`src/rtl/phase_stall_ctrl.sv`:
```
// Stall controller: holds the phase counter while a slow access in ACCESS_PHASE is outstanding.
// Optional access timeout is enabled by defining PHASE_STALL_TIMEOUT_EN.
module phase_stall_ctrl #(
    parameter int ACCESS_PHASE   = 2,
    parameter int TIMEOUT_CYCLES = 15
) (
    input  logic       clock,
    input  logic       reset,
    input  logic [4:0] phase,
    input  logic       needMem,
    input  logic       memAck,
    output logic       memReq,
    output logic       notUpdate,
    output logic       phaseError,
    output logic       timeoutError
);

    typedef enum logic [1:0] {
        IDLE = 2'd0,
        REQ  = 2'd1,
        DONE = 2'd2
    } state_t;

    localparam logic [4:0] ACC_CODE = 5'(1 << ACCESS_PHASE);

    state_t state_q, state_d;
    logic   memReq_q;
    logic   phaseError_q;
    logic   acc;
    logic   phase_ok;
    logic   stall_d;

    assign acc      = (phase == ACC_CODE);
    assign phase_ok = !phase[4] && $onehot(phase[3:0]);

`ifdef PHASE_STALL_TIMEOUT_EN
    localparam logic [7:0] TLAST = 8'(TIMEOUT_CYCLES - 1);

    logic [7:0] tcnt_q, tcnt_d;
    logic       timeoutError_q;
    logic       expire;
    logic       timeout_hit;

    assign expire = (state_q == REQ) && (tcnt_q == TLAST);
`endif

    always_comb begin
        state_d = state_q;
        stall_d = 1'b0;
`ifdef PHASE_STALL_TIMEOUT_EN
        tcnt_d      = tcnt_q;
        timeout_hit = 1'b0;
`endif
        case (state_q)
            IDLE: begin
                if (acc && needMem) begin
                    state_d = REQ;
                    stall_d = 1'b1;
`ifdef PHASE_STALL_TIMEOUT_EN
                    tcnt_d = 8'd0;
`endif
                end
            end
            REQ: begin
                if (memAck) begin
                    state_d = DONE;
`ifdef PHASE_STALL_TIMEOUT_EN
                end else if (expire) begin
                    // Release the counter on expiry just as a real ack would.
                    state_d     = DONE;
                    timeout_hit = 1'b1;
                    tcnt_d      = tcnt_q + 8'd1;
`endif
                end else begin
                    stall_d = 1'b1;
`ifdef PHASE_STALL_TIMEOUT_EN
                    tcnt_d = tcnt_q + 8'd1;
`endif
                end
            end
            DONE: begin
                // Wait for the phase to move on so a held counter cannot retrigger.
                if (!acc) begin
                    state_d = IDLE;
                end
            end
            default: state_d = IDLE;
        endcase
    end

    always_ff @(posedge clock) begin
        if (!reset) begin
            state_q      <= IDLE;
            memReq_q     <= 1'b0;
            phaseError_q <= 1'b0;
        end else begin
            state_q  <= state_d;
            memReq_q <= (state_d == REQ);
            if (!phase_ok) begin
                phaseError_q <= 1'b1;
            end
        end
    end

`ifdef PHASE_STALL_TIMEOUT_EN
    always_ff @(posedge clock) begin
        if (!reset) begin
            tcnt_q         <= 8'd0;
            timeoutError_q <= 1'b0;
        end else begin
            tcnt_q <= tcnt_d;
            if (timeout_hit) begin
                timeoutError_q <= 1'b1;
            end
        end
    end

    assign timeoutError = timeoutError_q;
`else
    assign timeoutError = 1'b0;
`endif

    assign memReq     = memReq_q;
    assign phaseError = phaseError_q;
    assign notUpdate  = reset & stall_d;

endmodule

```
`config.mk`:
```
export PLATFORM = sky130hd
export DESIGN_NAME = phase_stall_ctrl
export DESIGN_NICKNAME = d
export VERILOG_FILES = /design/src/rtl/phase_stall_ctrl.sv
export SDC_FILE = /design/constraint.sdc
export NUM_CORES = 1
export LEC_CHECK = 0
export CORE_AREA = 5 5 42 44
export DETAILED_ROUTE_END_ITERATION = 12
export DIE_AREA = 0 0 47 49
export GPL_ROUTABILITY_DRIVEN = 0
export PLACE_DENSITY = 0.47
export SLEW_MARGIN = 20
export SYNTH_ARGS = -nofsm -noshare
export SYNTH_HDL_FRONTEND = slang
export SYNTH_SLANG_ARGS = --single-unit
```
`constraint.sdc`:
```
create_clock -name clock -period 7.87 [get_ports clock]
set_input_delay 2.361 -clock clock [delete_from_list [all_inputs] [get_ports clock]]
set_output_delay 2.361 -clock clock [all_outputs]
set_load 0.05 [all_outputs]
```
Word level (Yosys, flattened, before mapping)
Cells that the tools add are included.
{ "totals": {"regBits": 4, "latch_bits": 0, "ramBits": 0, "rom_bits": 0, "out_inout_bits": 4, "word_cells": 23, "mem_count": 0} }
{ "classes": {"n_addsub": 3, "mul": 0, "n_div": 0, "order_cmp": 0, "n_eq_ne": 5, "shifts": 0, "n_mux": 7, "bitwise": 1, "reduce_logical": 4} }
{ "ops": {"columns": ["operator", "count"], "rows": [
  ["2-bit two-way mux", 3],
  ["2-bit case mux with 3 select lines", 1],
  ["5-bit by 3-bit == test with 1-bit output, second input constant", 1],
  ["1-bit by 1-bit adder with 2-bit output", 2],
  ["2-bit by 1-bit == test with 1-bit output, second input constant", 2],
  ["2-bit by 2-bit adder with 3-bit output", 1],
  ["3-bit by 1-bit == test with 1-bit output, second input constant", 1],
  ["2-bit == test, second input constant", 1],
  ["1-bit logical AND", 2],
  ["2-bit zero test", 1],
  ["1-bit two-way mux", 2],
  ["1-bit case mux with 2 select lines", 1],
  ["1-bit bitwise AND", 1],
  ["1-bit zero test", 1]
]} }

Longest topological paths before layout
{ "depth": {"depth_word": 5, "ltp_mapped": 7} }

Worst setup path after synthesis
OpenSTA, ideal clock, no wires.
{ "synth_path": {"kind": "in2out", "from": "in phase[0]", "to": "out notUpdate", "arrival_time_ps": 3216, "required_time_ps": 5509, "slack_ps": 2293, "stages": 4, "path_cell_list": "inv_1 > ha_1 > and4bb_2 > a21o_1"} }
{ "synth_via": {"elab_chain_len": 5} }
{ "synth_rtl": {"columns": ["item", "line", "source"], "rows": [
  ["start: declaration", "9", "input logic [4:0] phase,"],
  ["5-bit by 3-bit == test with 1-bit output", "33", "assign acc = (phase == ACC_CODE);"],
  ["1-bit logical AND", "56", "if (acc && needMem) begin"],
  ["1-bit two-way mux", "56", null],
  ["1-bit case mux with 2 select lines", "54", "case (state_q)"],
  ["1-bit bitwise AND", "125", "assign notUpdate = reset & stall_d;"],
  ["end: declaration", "13", "output logic notUpdate,"]
]} }
Every way passes these cells.

Worst setup path after layout
Same ends and word-level chain as after synthesis.

==> out/results.txt <==
Tmin final: 6620 ps
PortBufs: 11
WL/cell: 12.5 um
placed cell area: 399 um2
H-tree levels: 1
gr ovfl total: 0
Sequential Power Share: 0.347
vias in the first global route: 270
n_diodes: 0
Root Buffer: clkbuf_4
fmax: 151 MHz
final hold violations: 0
CTS Buf Count: 3
Synth cell types: 13
cts repair resizes: 0
share of layout cells above drive strength 1: 0.175
critical path fanouts, max: 3
detailed-route vias per instance: 4.48
Reg area: 80.1 um2
post-synth top area share: 0.290
register bit total from synthesis: 4
Setup Fix Bufs, Post-CTS: 0
headroom to the max-slew limit: 0.665
Clock Latency Late Sink: 240 ps
mean area per synthesized cell: 10.2 um2
CTS tree: built
initial antenna violation count: 0
Most used DFF post-synth: dfxtp_1
number of flops mapped to enable cells by yosys: 0
Final Total Pwr: 60.9 uW
starting density of the core: 0.197
Cell Rows: 14
post-route setup TNS: 0 ps
Net Switching: 15.8 uW
type of the worst setup path: in2out
pre-CTS setup slack: 1250 ps
multi-input logic area: 170 um2
Iteration-0 DRC Markers: 1
count leader, synth: inv_1
Area Overhead vs Synth: 52.5%
DP Cell Count: 53
hold buffer count at CTS: 0
io pins: 13
yosys warns: 0
fin. max-slew vios: 0
NumNets Final: 55
Mapped Nets: 40
Lkg Pwr: 0.203 nW
largest net degree at the start of global routing: 6
Syn Inst Count: 27
PnR worst setup slack: 1250 ps
Max Cap Violations: 0
cell area after layout: 422 um2
Net Sw Frac: 0.259
pwr dens: 144 nW/um2
Clock Sinks: 4
# DRC: 0
CP Capture Type: primary output
global-route wire length before repair: 1090 um
Core Area: 1400 um2
CTS max path bufs: 2
Worst VDD drop: 0.0443 mV
Die Wd: 47 um
Cell Int Power: 45.1 uW
Slew @ Worst Pin: 501 ps
Final period util: 0.841
GRT Overall Usage: 0.0691
Comb pwr share: 0.230
Post-synth top cells: inv_1 (5), dfxtp_1 (4), a21o_1 (3), and4bb_2 (3), ha_1 (3)
Final HPWL DP: 590 um
Die ar.: 2300 um2
Finished Layout Cells: 56
final setup fails: 0
Reg clk slew, reported paths: 40 ps
final wirelength: 701 um
Hold Path Class: reg2reg
RSZ-0062 raised after global routing: no
Vias: 251
area leader, netlist: dfxtp_1
mapped cell area: 277 um2
Pre-antenna DRT Iters: 2
fill count: 173
Clock Power Share: 0.423
Worst EP arrival: 4260 ps
outcome: finished clean
Die H: 49 um
Clock Skew: 0.398 ps
DRT antenna net count: 0
top post-synthesis cells by area: dfxtp_1 (29%), and4bb_2 (14%), ha_1 (14%), a21o_1 (8.1%), fa_1 (7.2%)
proportion of synthesized chip area in sequential cells: 0.290
Data required, critical path: 5510 ps
asr flop ratio synth: 0
Critical Path Source Type: input port
[final timing paths]
kind	depth (start not counted)	start	slack, ps	to
max	6	phase[0]	1250	notUpdate
min	2	state_q[0]	520	state_q[1]
max reg2reg	2	phaseError	6780	phaseError
min reg2reg	2	state_q[0]	520	state_q[1]
[sequential cells by signal, indices dropped and copies added, names as in the netlist]
signal / flops
state_q: 2
phaseError: 1
memReq: 1
[metrics by stage]
step            util  hold slack, ps
2_1_floorplan      -             485
3_3_place_gp   0.285             506
3_5_place_dp   0.285             524
4_1_cts        0.301             528
5_1_grt        0.301             564
6_report       0.301             522
[area by class of cell]
type,instances,share of cell area
Inverter,5,0.0445
Tap cell,16,0.0475
Clock buffer,3,0.0534
Sequential cell,4,0.190
Multi-Input combinational cell,17,0.404
Timing Repair Buffer,11,0.261
[layout by cell type, fill, tap and decap left out]
cell,n
o21a_1,1
clkbuf_4,3
or4b_1,1
fa_1,1
a21o_1,3
o21ai_0,1
inv_1,5
conb_1,1
dfxtp_1,4
nand4b_1,2
and4bb_2,3
or3b_2,1
clkdlybuf4s50_1,11
ha_1,3
[routing by layer]
metal | track usage | vias to the layer above | share of wire
met5 | 0 | - | 0
met4 | 0.0691 | 0 | 0.020
met3 | 0.0295 | 2 | 0.12
met2 | 0.0882 | 14 | 0.40
met1 | 0.0795 | 116 | 0.45
li1 | - | 119 | -
[critical path, stage by stage]
cell             delay, ps
clkdlybuf4s50_1        400
inv_1                  100
ha_1                   180
and4bb_2               280
a21o_1                 140
clkdlybuf4s50_1        800
[logic make-up (layout without fill, tap and decap cells)]
logic type / after synthesis / after routing / share of synthesized area
compound gates: 5 / 5 / 0.127
fa+ha+maj: 4 / 4 / 0.208
buf+inv: 6 / 19 / 0.0950
flops: 4 / 4 / 0.290
other cells: 1 / 1 / 0.0136
simple gates: 7 / 7 / 0.267
[power groups by stage]
stage,sequential [mW],combinational [mW],clock [mW]
after floorplan,0.0231,0.00597,0
after global routing,0.0212,0.0155,0.0283
after CTS,0.0211,0.0143,0.0273
final,0.0211,0.0140,0.0258
after global placement,0.0215,0.0137,0
after detailed placement,0.0215,0.0142,0
No activity file was read; power rests on OpenSTA's default activity.
